--- src/rtl/dvi_bw_pkg.sv ---
// rtl/dvi_bw_pkg.sv - shared types, default 640x480 timing and helpers for dvi_bw_timing_ctrl
//
// Purpose: raster phase enum, default timing constants, and constant functions
//          used to size counters and the per-line fetch schedule.
// Ports:   none (package).
package dvi_bw_pkg;

    typedef enum logic [1:0] {
        PH_ACTIVE,
        PH_FP,
        PH_SYNC,
        PH_BP
    } phase_e;

    localparam int DEF_H_ACTIVE = 640;
    localparam int DEF_H_FP     = 16;
    localparam int DEF_H_SYNC   = 96;
    localparam int DEF_H_BP     = 48;
    localparam int DEF_V_ACTIVE = 480;
    localparam int DEF_V_FP     = 10;
    localparam int DEF_V_SYNC   = 2;
    localparam int DEF_V_BP     = 33;
    localparam int DEF_WORD_W   = 16;
    localparam int DEF_ADDR_W   = 15;

    function automatic int words_per_line(input int h_active, input int word_w);
        return h_active / word_w;
    endfunction

    // Width of a phase counter that must reach (longest phase - 1).
    function automatic int cnt_width(input int a, input int b, input int c, input int d);
        int m;
        m = a;
        if (b > m) m = b;
        if (c > m) m = c;
        if (d > m) m = d;
        return (m > 1) ? $clog2(m) : 1;
    endfunction

endpackage

--- src/rtl/dvi_bw_timing_ctrl_if.sv ---
// rtl/dvi_bw_timing_ctrl_if.sv - framebuffer read bus between timing controller and RAM
//
// Purpose: groups the synchronous framebuffer read port.
// Signals: rd_en_o   read strobe (controller -> RAM), one clk wide
//          rd_addr_o word address (controller -> RAM)
//          rd_dat_i  read data (RAM -> controller), valid 1 clk after rd_en_o
// Modports: master = timing controller, slave = framebuffer RAM.
interface dvi_bw_timing_ctrl_if #(
    parameter int ADDR_W = 15,
    parameter int WORD_W = 16
);
    logic              rd_en_o;
    logic [ADDR_W-1:0] rd_addr_o;
    logic [WORD_W-1:0] rd_dat_i;

    modport master (output rd_en_o, output rd_addr_o, input rd_dat_i);
    modport slave  (input rd_en_o, input rd_addr_o, output rd_dat_i);
endinterface

--- src/rtl/dvi_bw_phase_cnt.sv ---
// rtl/dvi_bw_phase_cnt.sv - ACTIVE/FP/SYNC/BP phase FSM with per-phase counter
//
// Purpose: one raster axis (used for both horizontal and vertical).
// Ports:   clk_i, rst_ni (sync active-low), adv_i (advance one unit),
//          phase_o (current phase), cnt_o (index within phase),
//          wrap_o (current unit is the last one of BP, i.e. end of the period).
module dvi_bw_phase_cnt
    import dvi_bw_pkg::*;
#(
    parameter int LEN_ACTIVE = 640,
    parameter int LEN_FP     = 16,
    parameter int LEN_SYNC   = 96,
    parameter int LEN_BP     = 48,
    parameter int CNT_W      = 10
) (
    input  logic             clk_i,
    input  logic             rst_ni,
    input  logic             adv_i,
    output phase_e           phase_o,
    output logic [CNT_W-1:0] cnt_o,
    output logic             wrap_o
);

    logic [CNT_W-1:0] last;
    phase_e           nxt;

    always_comb begin
        last = CNT_W'(LEN_ACTIVE - 1);
        nxt  = PH_FP;
        case (phase_o)
            PH_FP:   begin last = CNT_W'(LEN_FP - 1);   nxt = PH_SYNC;   end
            PH_SYNC: begin last = CNT_W'(LEN_SYNC - 1); nxt = PH_BP;     end
            PH_BP:   begin last = CNT_W'(LEN_BP - 1);   nxt = PH_ACTIVE; end
            default: ;
        endcase
    end

    assign wrap_o = (phase_o == PH_BP) && (cnt_o == last);

    always_ff @(posedge clk_i) begin
        if (!rst_ni) begin
            phase_o <= PH_ACTIVE;
            cnt_o   <= '0;
        end else if (adv_i) begin
            if (cnt_o == last) begin
                cnt_o   <= '0;
                phase_o <= nxt;
            end else begin
                cnt_o <= cnt_o + 1'b1;
            end
        end
    end

endmodule

--- src/rtl/dvi_bw_timing_ctrl.sv ---
// rtl/dvi_bw_timing_ctrl.sv - 1-bpp DVI raster sequencer with framebuffer prefetch
//
// Purpose: generates DE/sync/coordinates on each pixel strobe and unpacks
//          1-bpp framebuffer words into the serializer pixel bit.
// Optional: DVI_BW_TEST_PATTERN_EN adds tp_en_i (8x8 checkerboard, no reads).
// Ports:   clk_i, rst_ni (sync active-low), ce_i (pixel strobe),
//          fb (framebuffer read bus, master), de_o, dat_o, hsync_o, vsync_o,
//          x_o, y_o (active coordinates), sof_o (start-of-frame pulse),
//          tp_en_i (only with DVI_BW_TEST_PATTERN_EN).
module dvi_bw_timing_ctrl
    import dvi_bw_pkg::*;
#(
    parameter int H_ACTIVE = DEF_H_ACTIVE,
    parameter int H_FP     = DEF_H_FP,
    parameter int H_SYNC   = DEF_H_SYNC,
    parameter int H_BP     = DEF_H_BP,
    parameter int V_ACTIVE = DEF_V_ACTIVE,
    parameter int V_FP     = DEF_V_FP,
    parameter int V_SYNC   = DEF_V_SYNC,
    parameter int V_BP     = DEF_V_BP,
    parameter int WORD_W   = DEF_WORD_W,
    parameter int ADDR_W   = DEF_ADDR_W
) (
    input  logic                        clk_i,
    input  logic                        rst_ni,
    input  logic                        ce_i,
`ifdef DVI_BW_TEST_PATTERN_EN
    input  logic                        tp_en_i,
`endif
    dvi_bw_timing_ctrl_if.master        fb,
    output logic                        de_o,
    output logic                        dat_o,
    output logic                        hsync_o,
    output logic                        vsync_o,
    output logic [$clog2(H_ACTIVE)-1:0] x_o,
    output logic [$clog2(V_ACTIVE)-1:0] y_o,
    output logic                        sof_o
);

    localparam int HCW = cnt_width(H_ACTIVE, H_FP, H_SYNC, H_BP);
    localparam int VCW = cnt_width(V_ACTIVE, V_FP, V_SYNC, V_BP);
    localparam int WPL = words_per_line(H_ACTIVE, WORD_W);
    localparam int XW  = $clog2(H_ACTIVE);
    localparam int YW  = $clog2(V_ACTIVE);

    if (H_ACTIVE % WORD_W != 0) begin : g_chk_word
        $fatal(1, "H_ACTIVE must be a multiple of WORD_W");
    end
    if ((2 ** ADDR_W) < (H_ACTIVE * V_ACTIVE / WORD_W)) begin : g_chk_addr
        $fatal(1, "ADDR_W too small for one frame");
    end

    phase_e           h_ph, v_ph;
    logic [HCW-1:0]   h_cnt;
    logic [VCW-1:0]   v_cnt;
    logic             h_wrap, v_wrap, v_adv;

    dvi_bw_phase_cnt #(
        .LEN_ACTIVE(H_ACTIVE), .LEN_FP(H_FP), .LEN_SYNC(H_SYNC), .LEN_BP(H_BP), .CNT_W(HCW)
    ) u_h (
        .clk_i(clk_i), .rst_ni(rst_ni), .adv_i(ce_i),
        .phase_o(h_ph), .cnt_o(h_cnt), .wrap_o(h_wrap)
    );

    assign v_adv = ce_i & h_wrap;

    dvi_bw_phase_cnt #(
        .LEN_ACTIVE(V_ACTIVE), .LEN_FP(V_FP), .LEN_SYNC(V_SYNC), .LEN_BP(V_BP), .CNT_W(VCW)
    ) u_v (
        .clk_i(clk_i), .rst_ni(rst_ni), .adv_i(v_adv),
        .phase_o(v_ph), .cnt_o(v_cnt), .wrap_o(v_wrap)
    );

    logic              h_act, v_act, pix_de, first_pix;
    logic              next_line_active, bp_fetch, grp_start, grp_fetch, sync_entry;
    logic              rd_en_q, rd_pend, data_ok;
    logic [ADDR_W-1:0] rd_addr_q, addr_cnt;
    logic [WORD_W-1:0] pf, sreg, sreg_nxt;
    logic              pix_bit, pix_dat, tp_now;

    assign h_act     = (h_ph == PH_ACTIVE);
    assign v_act     = (v_ph == PH_ACTIVE);
    assign pix_de    = h_act && v_act;
    assign first_pix = pix_de && (h_cnt == '0) && (v_cnt == '0);

    // The BP prefetch serves the following line, so it is gated by whether
    // that line is active: any active line but the last, or the final V_BP line.
    assign next_line_active = (v_act && (v_cnt != VCW'(V_ACTIVE - 1))) || v_wrap;
    assign bp_fetch   = (h_ph == PH_BP) && (h_cnt == '0) && next_line_active;
    assign grp_start  = pix_de && ((h_cnt % HCW'(WORD_W)) == '0);
    assign grp_fetch  = grp_start && (h_cnt < HCW'((WPL - 1) * WORD_W));
    assign sync_entry = v_adv && (v_ph == PH_FP) && (v_cnt == VCW'(V_FP - 1));

    // At a group start the fresh word is consumed directly so bit 0 goes out
    // on the same pixel as the load.
    always_comb begin
        pix_bit  = sreg[0];
        sreg_nxt = sreg >> 1;
        if (grp_start) begin
            pix_bit  = pf[0];
            sreg_nxt = pf >> 1;
        end
    end

`ifdef DVI_BW_TEST_PATTERN_EN
    logic tp_q;
    // The latch takes effect on the sof pixel itself so that pixel's fetch is suppressed too.
    assign tp_now  = first_pix ? tp_en_i : tp_q;
    assign pix_dat = tp_now ? (h_cnt[3] ^ v_cnt[3]) : (data_ok & pix_bit);

    always_ff @(posedge clk_i) begin
        if (!rst_ni)                tp_q <= 1'b0;
        else if (ce_i && first_pix) tp_q <= tp_en_i;
    end
`else
    assign tp_now  = 1'b0;
    assign pix_dat = data_ok & pix_bit;
`endif

    assign fb.rd_en_o   = rd_en_q;
    assign fb.rd_addr_o = rd_addr_q;

    always_ff @(posedge clk_i) begin
        if (!rst_ni) begin
            de_o      <= 1'b0;
            dat_o     <= 1'b0;
            hsync_o   <= 1'b0;
            vsync_o   <= 1'b0;
            x_o       <= '0;
            y_o       <= '0;
            sof_o     <= 1'b0;
            rd_en_q   <= 1'b0;
            rd_addr_q <= '0;
            rd_pend   <= 1'b0;
            addr_cnt  <= '0;
            pf        <= '0;
            sreg      <= '0;
            data_ok   <= 1'b0;
        end else begin
            rd_en_q <= 1'b0;
            sof_o   <= 1'b0;
            rd_pend <= rd_en_q;
            if (rd_pend) pf <= fb.rd_dat_i;
            if (ce_i) begin
                de_o    <= pix_de;
                dat_o   <= pix_de & pix_dat;
                hsync_o <= (h_ph == PH_SYNC);
                vsync_o <= (v_ph == PH_SYNC);
                x_o     <= h_act ? h_cnt[XW-1:0] : '0;
                y_o     <= v_act ? v_cnt[YW-1:0] : '0;
                sof_o   <= first_pix;
                if (pix_de) sreg <= sreg_nxt;
                if ((bp_fetch || grp_fetch) && !tp_now) begin
                    rd_en_q   <= 1'b1;
                    rd_addr_q <= addr_cnt;
                    addr_cnt  <= addr_cnt + 1'b1;
                end
                // Data becomes trustworthy once a full vertical blank (and
                // hence the line-0 prefetch) lies ahead.
                if (sync_entry) begin
                    addr_cnt <= '0;
                    data_ok  <= 1'b1;
                end
            end
        end
    end

    // A pixel strobe must never land on the clk that is still issuing a read.
    assert property (@(posedge clk_i) disable iff (!rst_ni) !(ce_i && rd_en_q));

endmodule

--- src/flat_wrapper.sv ---
// flat-port wrapper written by rule: the top's interface ports become plain ports
module dvi_bw_timing_ctrl_flat import dvi_bw_pkg::*;
#(
    parameter int H_ACTIVE = DEF_H_ACTIVE,
    parameter int H_FP     = DEF_H_FP,
    parameter int H_SYNC   = DEF_H_SYNC,
    parameter int H_BP     = DEF_H_BP,
    parameter int V_ACTIVE = DEF_V_ACTIVE,
    parameter int V_FP     = DEF_V_FP,
    parameter int V_SYNC   = DEF_V_SYNC,
    parameter int V_BP     = DEF_V_BP,
    parameter int WORD_W   = DEF_WORD_W,
    parameter int ADDR_W   = DEF_ADDR_W
)
  (clk_i, rst_ni, ce_i, de_o, dat_o, hsync_o, vsync_o, x_o, y_o, sof_o, fb_rd_en_o, fb_rd_addr_o, fb_rd_dat_i);
  dvi_bw_timing_ctrl_if #(.ADDR_W(ADDR_W), .WORD_W(WORD_W)) fb_i ();
  input  logic clk_i;
  input  logic rst_ni;
  input  logic ce_i;
  output logic de_o;
  output logic dat_o;
  output logic hsync_o;
  output logic vsync_o;
  output logic [$clog2(H_ACTIVE)-1:0] x_o;
  output logic [$clog2(V_ACTIVE)-1:0] y_o;
  output logic sof_o;
  output wire logic [$bits(fb_i.rd_en_o)-1:0] fb_rd_en_o;
  output wire logic [$bits(fb_i.rd_addr_o)-1:0] fb_rd_addr_o;
  input wire logic [$bits(fb_i.rd_dat_i)-1:0] fb_rd_dat_i;
  assign fb_rd_en_o = fb_i.rd_en_o;
  assign fb_rd_addr_o = fb_i.rd_addr_o;
  assign fb_i.rd_dat_i = fb_rd_dat_i;
  dvi_bw_timing_ctrl #(.H_ACTIVE(H_ACTIVE), .H_FP(H_FP), .H_SYNC(H_SYNC), .H_BP(H_BP), .V_ACTIVE(V_ACTIVE), .V_FP(V_FP), .V_SYNC(V_SYNC), .V_BP(V_BP), .WORD_W(WORD_W), .ADDR_W(ADDR_W)) u_core (.clk_i(clk_i), .rst_ni(rst_ni), .ce_i(ce_i), .fb(fb_i), .de_o(de_o), .dat_o(dat_o), .hsync_o(hsync_o), .vsync_o(vsync_o), .x_o(x_o), .y_o(y_o), .sof_o(sof_o));
endmodule
--- config.mk ---
export PLATFORM = sky130hd
export DESIGN_NAME = dvi_bw_timing_ctrl_flat
export DESIGN_NICKNAME = d
export VERILOG_FILES = /design/src/rtl/dvi_bw_pkg.sv /design/src/rtl/dvi_bw_timing_ctrl_if.sv /design/src/rtl/dvi_bw_phase_cnt.sv /design/src/rtl/dvi_bw_timing_ctrl.sv /design/src/flat_wrapper.sv
export SDC_FILE = /design/constraint.sdc
export NUM_CORES = 1
export LEC_CHECK = 0
export ABC_AREA = 1
export CAP_MARGIN = 10
export CORE_MARGIN = 2
export CORE_UTILIZATION = 25
export DETAILED_ROUTE_END_ITERATION = 12
export HOLD_SLACK_MARGIN = 0.02
export PLACE_DENSITY_LB_ADDON = 0.2
export SLEW_MARGIN = 15
export SYNTH_ARGS = -nofsm -noshare
export SYNTH_HDL_FRONTEND = slang
export SYNTH_SLANG_ARGS = --single-unit
--- constraint.sdc ---
create_clock -name clk_i -period 1.9 [get_ports clk_i]
set_clock_uncertainty 0.05 [all_clocks]
set_input_delay 0.38 -clock clk_i [delete_from_list [all_inputs] [get_ports clk_i]]
set_output_delay 0.38 -clock clk_i [all_outputs]
set_load 0.05 [all_outputs]
==> reports/qor.yml, run 1 <==
status: "finished with violations"
violations: "negative setup slack"
synth.area.top_cells: "dfxtp_1 44%, nor2_1 8.5%, a21oi_1 6.5%"
initial_core_util_pct: 25.36
design_area_mm2: 0.007087
synth_xor_area_share_pct: 3.951
rsz0062_at_grt: "true"
r2r_cells: 14
hold_viol_final: 0
synth_top_area_cell: "dfxtp_1"
dpl_cell_area_mm2: 0.006390
slew_violations: 0
fp.dieW_um: 146.8
die_h_um: 146.8
regToRegEndpoint: "u_core.addr_cnt[1]"
ys.flop_type: "dfxtp_1"
drt_wl_total_um: 13850
core-area_mm2: 0.02010
ioPinCount: 59
crit_buf_inv: 5
path_delay_family: "simple AND/OR/NAND/NOR gates"
vias: 4726
htree_levels: 3
maxCapViolations: 0
fin_ws_ns: -0.04773
dieArea_mm2: 0.02155
antenna_cells: 0
rows: 52
cp_cell_sequence: "clkinv_4 > ha_4 > inv_2 > nand2_2 > nand3_2 > nor2_2 > nand2_1 > inv_2 > nand3_4 > inv_4 > nand3_4 > nand2_4 > buf_12 > a21oi_1"
numCtsBuffers: 9
post-dp-hpwl_um: 9673
synth_cell_types: 36
layout_min_cycle_time_ns: 1.948
syn2layout_area_growth_pct: 38.99
grt_overflow_total: 0
cp.required_ns: 2.10
wire_per_inst_um: 12.83
p_leak_nw: 2.831
fmax_mhz: 513.4
synth_edf_count: 0
cts_tree: "built"
min_to: "u_core.addr_cnt[14]"
yosysMostFrequentCell: "nor2_1"
final_nets: 840
crit_start: "u_core.u_h.phase_o[0]"
synth-async-reset-ratio_pct: 0
ys_top_cells_by_count: "115 x nor2_1, 111 x dfxtp_1, 80 x nand2_1, 66 x a21oi_1, 64 x o21ai_0"
io_buffers: 58
synthAdderAreaFrac_pct: 3.926
grt_usage_pct: 13.22
reg2reg_slack_ns: -0.05
synth_top_family_by_area: "simple AND/OR/NAND/NOR gates"
final_layout_size_suffix_gt1_share_pct: 28.89
ys_seq_area_share_pct: 43.58
setup_viol: 22
yosysWarningCount: 0
synth-seq-cells: 111
drt-initial-drc-count: 221
finalCritPeriodShare_pct: 102.5
power_mw: 5.275
synth_mux_area_share_pct: 0
ir_worst_vdd_v: 0.0004393
synth_fp_nets: 715
syn_avg_cell_area_um2: 7.498
start_kind: "register"
postRouteAntennaNets: 0
crit_path_max_incr_delay_ns: 0.36
p_per_area_mw_per_mm2: 744.3
place_ws_ns: -0.2144
synth_area_mm2: 0.005099
synthSimpleGateAreaFrac_pct: 24.79
drt-pass1-iter-count: 4
slew-limit-headroom_pct: 66.44
route.detailed.drc: 0
cp-end-kind: "register"
clk_pin_slew_ns: 0.08
timing.rr.start: "u_core.u_h.phase_o[0]"
worstSetupPathType: "reg -> reg"
clk_latency_ns: 0.36
antenna_found_initial: 0
hold_buffers: 0
grt_pass1_vias: 4532
clockRootBuffer: "clkbuf_16"
worstPathArrival_ns: 2.15
setup_tns_ns: -0.5976
min_from: "rst_ni"
cp_slowest_cell: "dfxtp_2"
gp_congestion: 0.8130
vias_per_cell: 4.376
yosysTopAreaCellShare_pct: 43.58
cts.sink_count: 111
synth_compound_area_share_pct: 16.25
worstHoldPathCells: 3
syn_inst: 680
grt_start_max_net_pins: 36
clock_path_buffers: 2
tightest_slew_ns: 0.5003
grt_first_pass_wirelength_um: 22980
min_path_type: "in -> reg"
cp_max_fo: 7
==> tightest hold or removal path: stages <==
cell	delay, ns
buf_2	0.17
nand2_4	0.12
a21oi_1	0.04
==> per-layer routing <==
| metal | vias to the layer above | GRT usage, % | wire length, µm |
|---|---|---|---|
| met5 | - | 0 | 0 |
| met4 | 0 | 3.495 | 140 |
| met3 | 9 | 2.764 | 446 |
| met2 | 60 | 21.34 | 6400 |
| met1 | 2155 | 18.00 | 6865 |
| li1 | 2502 | - | - |
==> flip-flops by register name, summed over array words and instances, names as in the netlist <==
signal / cells
u_core.pf: 16
u_core.addr_cnt: 15
u_core.fb.rd_addr_o: 15
u_core.sreg: 15
u_core.u_h.cnt_o: 10
u_core.x_o: 10
u_core.u_v.cnt_o: 9
u_core.y_o: 9
u_core.u_h.phase_o: 2
u_core.u_v.phase_o: 2
u_core.dat_o: 1
u_core.data_ok: 1
u_core.de_o: 1
u_core.fb.rd_en_o: 1
u_core.hsync_o: 1
u_core.rd_pend: 1
u_core.sof_o: 1
u_core.vsync_o: 1
==> power breakdown <==
group | internal (mW) | total (mW) | switching (mW)
registers | 2.43 | 2.48 | 0.0536
logic | 0.278 | 0.781 | 0.503
clock network | 1.05 | 2.01 | 0.960
==> kinds of logic (layout without fill, tap and decap cells) <==
| group | Yosys count | count (layout) |
|---|---|---|
| buffers and inverters | 89 | 217 |
| XOR/XNOR | 23 | 23 |
| flip-flops | 111 | 111 |
| AND/OR/NAND/NOR | 282 | 284 |
| AO/OA/AOI/OAI | 159 | 159 |
| adder cells (fa/ha/maj) | 16 | 16 |
==> cell type report <==
type                       instances  area [µm²]
clock buffer                       9       225.2
timing repair buffer             147        1191
sequential                       111        2232
inverter                          54       222.7
clock inverter                     7       85.08
multi-input combinational        482        2793
fill                            2138       13020
tap                              270       337.8
==> metrics by stage <==
stage	cells	hold WS [ns]	util, %
floorplan	680	0.3745	-
global placement	1049	0.3907	31.78
detailed placement	1049	0.3960	31.78
CTS	1081	0.3582	34.30
global route	1080	0.3599	35.25
finish	1080	0.3537	35.25
==> layout by cell type, fill, tap and decap left out, types with 3 or more instances in the layout <==
cell type	Yosys	final
nand3b_1	12	12
buf_4	1	123
a21oi_2	0	3
nor2_2	3	9
nor3_1	18	15
nand3_2	3	7
nand4_1	4	4
o21ai_0	64	59
xnor2_1	6	5
a21oi_1	66	63
inv_2	9	13
ha_4	0	6
nor2_1	115	107
nand2_2	7	14
o21ai_1	9	7
dfxtp_1	111	107
nor3_2	0	3
o21ai_2	0	7
inv_8	0	3
xor2_1	17	17
ha_1	16	8
nand2_1	80	72
clkbuf_16	0	9
nand3_4	0	3
inv_4	0	3
nor2_4	1	3
o22ai_1	14	14
clkdlybuf4s50_1	0	16
nand2_4	3	4
nand3_1	31	25
buf_12	1	3
inv_1	43	34
==> worst max path at each step <==
stage,end,cells past startpoint
after floorplan,u_core.fb.rd_addr_o[10],15
after global placement,u_core.addr_cnt[13],13
after detailed placement,u_core.addr_cnt[9],13
after CTS,u_core.fb.rd_addr_o[14],13
after global routing,u_core.u_v.cnt_o[4],13
final,u_core.addr_cnt[1],14
==> what timing repair did <==
action                                  4_1_cts  5_1_grt
pin swaps                                    10       20
resized for setup                            25       49
hold endpoints to repair                      0        0
endpoints found under the setup margin       40       51
setup buffers                                14        3
cloned                                        2        0
Note: power is estimated with default switching activity, not from simulation.
==> inputs of run 2 (changes only) <==
--- a/config.mk
+++ b/config.mk
@@ -8,11 +8,11 @@
 export ABC_AREA = 1
 export CAP_MARGIN = 10
 export CORE_MARGIN = 2
-export CORE_UTILIZATION = 25
+export CORE_UTILIZATION = 32
 export DETAILED_ROUTE_END_ITERATION = 12
 export HOLD_SLACK_MARGIN = 0.02
 export PLACE_DENSITY_LB_ADDON = 0.2
-export SLEW_MARGIN = 15
+export SLEW_MARGIN = 0
 export SYNTH_ARGS = -nofsm -noshare
 export SYNTH_HDL_FRONTEND = slang
 export SYNTH_SLANG_ARGS = --single-unit
==> reports/qor.yml, run 2 (same netlist as run 1, synthesis figures left out) <==
tightest_slew_ns: 0.5020  # +0.001768 ns
crit_end: "u_core.addr_cnt[5]"
grt_first_pass_wirelength_um: 22850  # -0.60%
route.detailed.drc: 0  # unchanged
vias: 4932  # +4.4%
cp.required_ns: 2.10  # about the same
layout_min_cycle_time_ns: 1.975  # +0.02692 ns
status: "finished with violations"
setup_viol: 29  # +32%
path_common_cell: "nand2_2"
htree_levels: 3  # unchanged
fin_util_pct: 45.23  # +10 points
postRouteAntennaNets: 0  # unchanged
worstSetupPathType: "reg -> reg"
final_layout_size_suffix_gt1_share_pct: 30.02  # +1.1 points
holdWs_ns: 0.3883  # +0.03460 ns
final_cell_mix: "121 x buf_4, 109 x nor2_1, 105 x dfxtp_1"
min_path_type: "in -> reg"
cts_tree: "built"
vias_per_cell: 4.779  # +9.2%
gp_congestion: 0.9115  # +12%
drt-initial-drc-count: 205  # -7.2%
design_area_mm2: 0.007107  # +0.28%
fin_ws_ns: -0.07465  # -0.02692 ns
worstPathArrival_ns: 2.17  # +0.02 ns
numCtsBuffers: 9  # unchanged
slew-limit-headroom_pct: 66.32  # -0.12 points
finalCritPeriodShare_pct: 103.9  # +1.4 points
clk_latency_ns: 0.36  # about the same
largest_register_ff_count: 16  # unchanged
ir_worst_vdd_v: 0.0004605  # +4.8%
wire_per_inst_um: 13.13  # +2.4%
slew_violations: 0  # unchanged
violations: "negative setup slack"
r2r_cells: 14  # unchanged
crit_path_max_incr_delay_ns: 0.43  # +0.07 ns
cp_slowest_cell: "dfxtp_4"
syn2layout_area_growth_pct: 39.39
largest_register: "u_core.pf"
fp.dieW_um: 130.2  # -11%
grt_usage_pct: 16.80  # +3.6 points
reg2reg_slack_ns: -0.07  # -0.03 ns
antenna_cells: 0  # unchanged
start_kind: "register"
antenna_found_initial: 0  # unchanged
grt_overflow_total: 0  # unchanged
fmax_mhz: 506.4  # -1.4%
ioPinCount: 59  # unchanged
final_nets: 847  # +0.83%
io_buffers: 58  # unchanged
drt-pass1-iter-count: 4  # unchanged
p_leak_nw: 2.866  # +1.2%
timing.rr.start: "u_core.u_v.phase_o[0]"
cp_max_fo: 5  # -2
die_h_um: 130.2  # -11%
mostFrequentLayoutCell: "buf_4"
grt_pass1_vias: 4795  # +5.8%
cp_cell_sequence: "inv_4 > ha_4 > o21ai_2 > nand2_2 > nor2_2 > nand4_1 > nand2_1 > nand2_2 > nand2_4 > buf_6 > nand2_4 > buf_6 > nand2_2 > a21oi_2"
initial_core_util_pct: 32.45  # +7.1 points
regToRegEndpoint: "u_core.addr_cnt[5]"
rows: 46  # -12%
p_per_area_mw_per_mm2: 720.8  # -3.2%
rsz0062_at_grt: "true"
core-area_mm2: 0.01571  # -22%
cp-end-kind: "register"
dieArea_mm2: 0.01696  # -21%
clockRootBuffer: "clkbuf_16"
hold_buffers: 0  # unchanged
clk_pin_slew_ns: 0.08  # about the same
drt_wl_total_um: 13550  # -2.2%
maxCapViolations: 0  # unchanged
cts.sink_count: 111  # unchanged
grt_start_max_net_pins: 39  # +8.3%
dpl_cell_area_mm2: 0.006327  # -0.98%
clock_path_buffers: 2  # unchanged
post-dp-hpwl_um: 9644  # -0.30%
crit_start: "u_core.u_v.phase_o[0]"
hold_viol_final: 0  # unchanged
-- run 2: cell count changes in the layout (fill, tap and decap cells not counted), moves of 3 or more --
| cell | delta |
|---|---|
| nand3_2 | -3 |
| inv_4 | +3 |
| o21ai_2 | +5 |
| o21ai_1 | -3 |
| o21ai_0 | -3 |
| nand2_2 | +4 |
| buf_6 | +8 |
| nand3_1 | +4 |
| nand2_1 | -5 |
-- run 2: repair_timing --
item	in CTS	in global routing
gates cloned	3	0
pin swaps	18	22
hold endpoints to repair	0	0
endpoints found under the setup margin	37	52
gates resized for setup	52	42
buffers inserted	20	4
-- run 2: area by class of cell --
| class | count | area (µm²) |
|---|---|---|
| Clock buffer | 9 | 225.2 |
| Timing Repair Buffer | 154 | 1299 |
| Multi-Input combinational cell | 482 | 2799 |
| Sequential cell | 111 | 2237 |
| Tap cell | 216 | 270.3 |
| Fill cell | 1548 | 8606 |
| Clock inverter | 6 | 53.80 |
| Inverter | 54 | 222.7 |
-- run 2: stage by stage --
step	TNS (ns)	cells	power, mW	setup WS, ns
finish	-1.265	1032	5.123	-0.07465
global route	-6.606	1032	5.364	-0.2311
CTS	-0.2034	1032	5.180	-0.02616
detailed placement	-3.733	995	3.307	-0.1727
global placement	-2.194	995	3.293	-0.1071
floorplan	-0.1795	680	3.037	-0.02647
-- run 2: per-layer routing --
| layer | vias to the layer above | part of all wire (%) | track usage (%) |
|---|---|---|---|
| met5 | - | 0 | 0 |
| met4 | 0 | 2.0 | 6.135 |
| met3 | 27 | 3.9 | 3.936 |
| met2 | 99 | 48 | 28.18 |
| met1 | 2288 | 46 | 21.09 |
| li1 | 2518 | - | - |
-- run 2: report_power, final --
| part | internal (mW) | switching (mW) |
|---|---|---|
| registers | 2.43 | 0.0574 |
| logic | 0.309 | 0.516 |
| clock network | 0.906 | 0.906 |
-- run 2: worst min path at each step --
stage	depth (start not counted)	endpoint	slack (ns)	from
floorplan	2	u_core.pf[15]	0.37	u_core.pf[15]
CTS	3	u_core.x_o[8]	0.37	rst_ni
global placement	2	u_core.pf[15]	0.39	u_core.pf[15]
detailed placement	2	u_core.pf[15]	0.40	u_core.pf[15]
finish	3	u_core.x_o[8]	0.39	rst_ni
global route	3	u_core.x_o[8]	0.40	rst_ni
-- run 2: critical path, delay by kind of cell, from the launching register on --
family | cells | cell delay, ns
buf+inv | 3 | 0.32
flops | 1 | 0.43
simple gates | 8 | 0.71
compound gates | 2 | 0.16
fa+ha+maj | 1 | 0.17
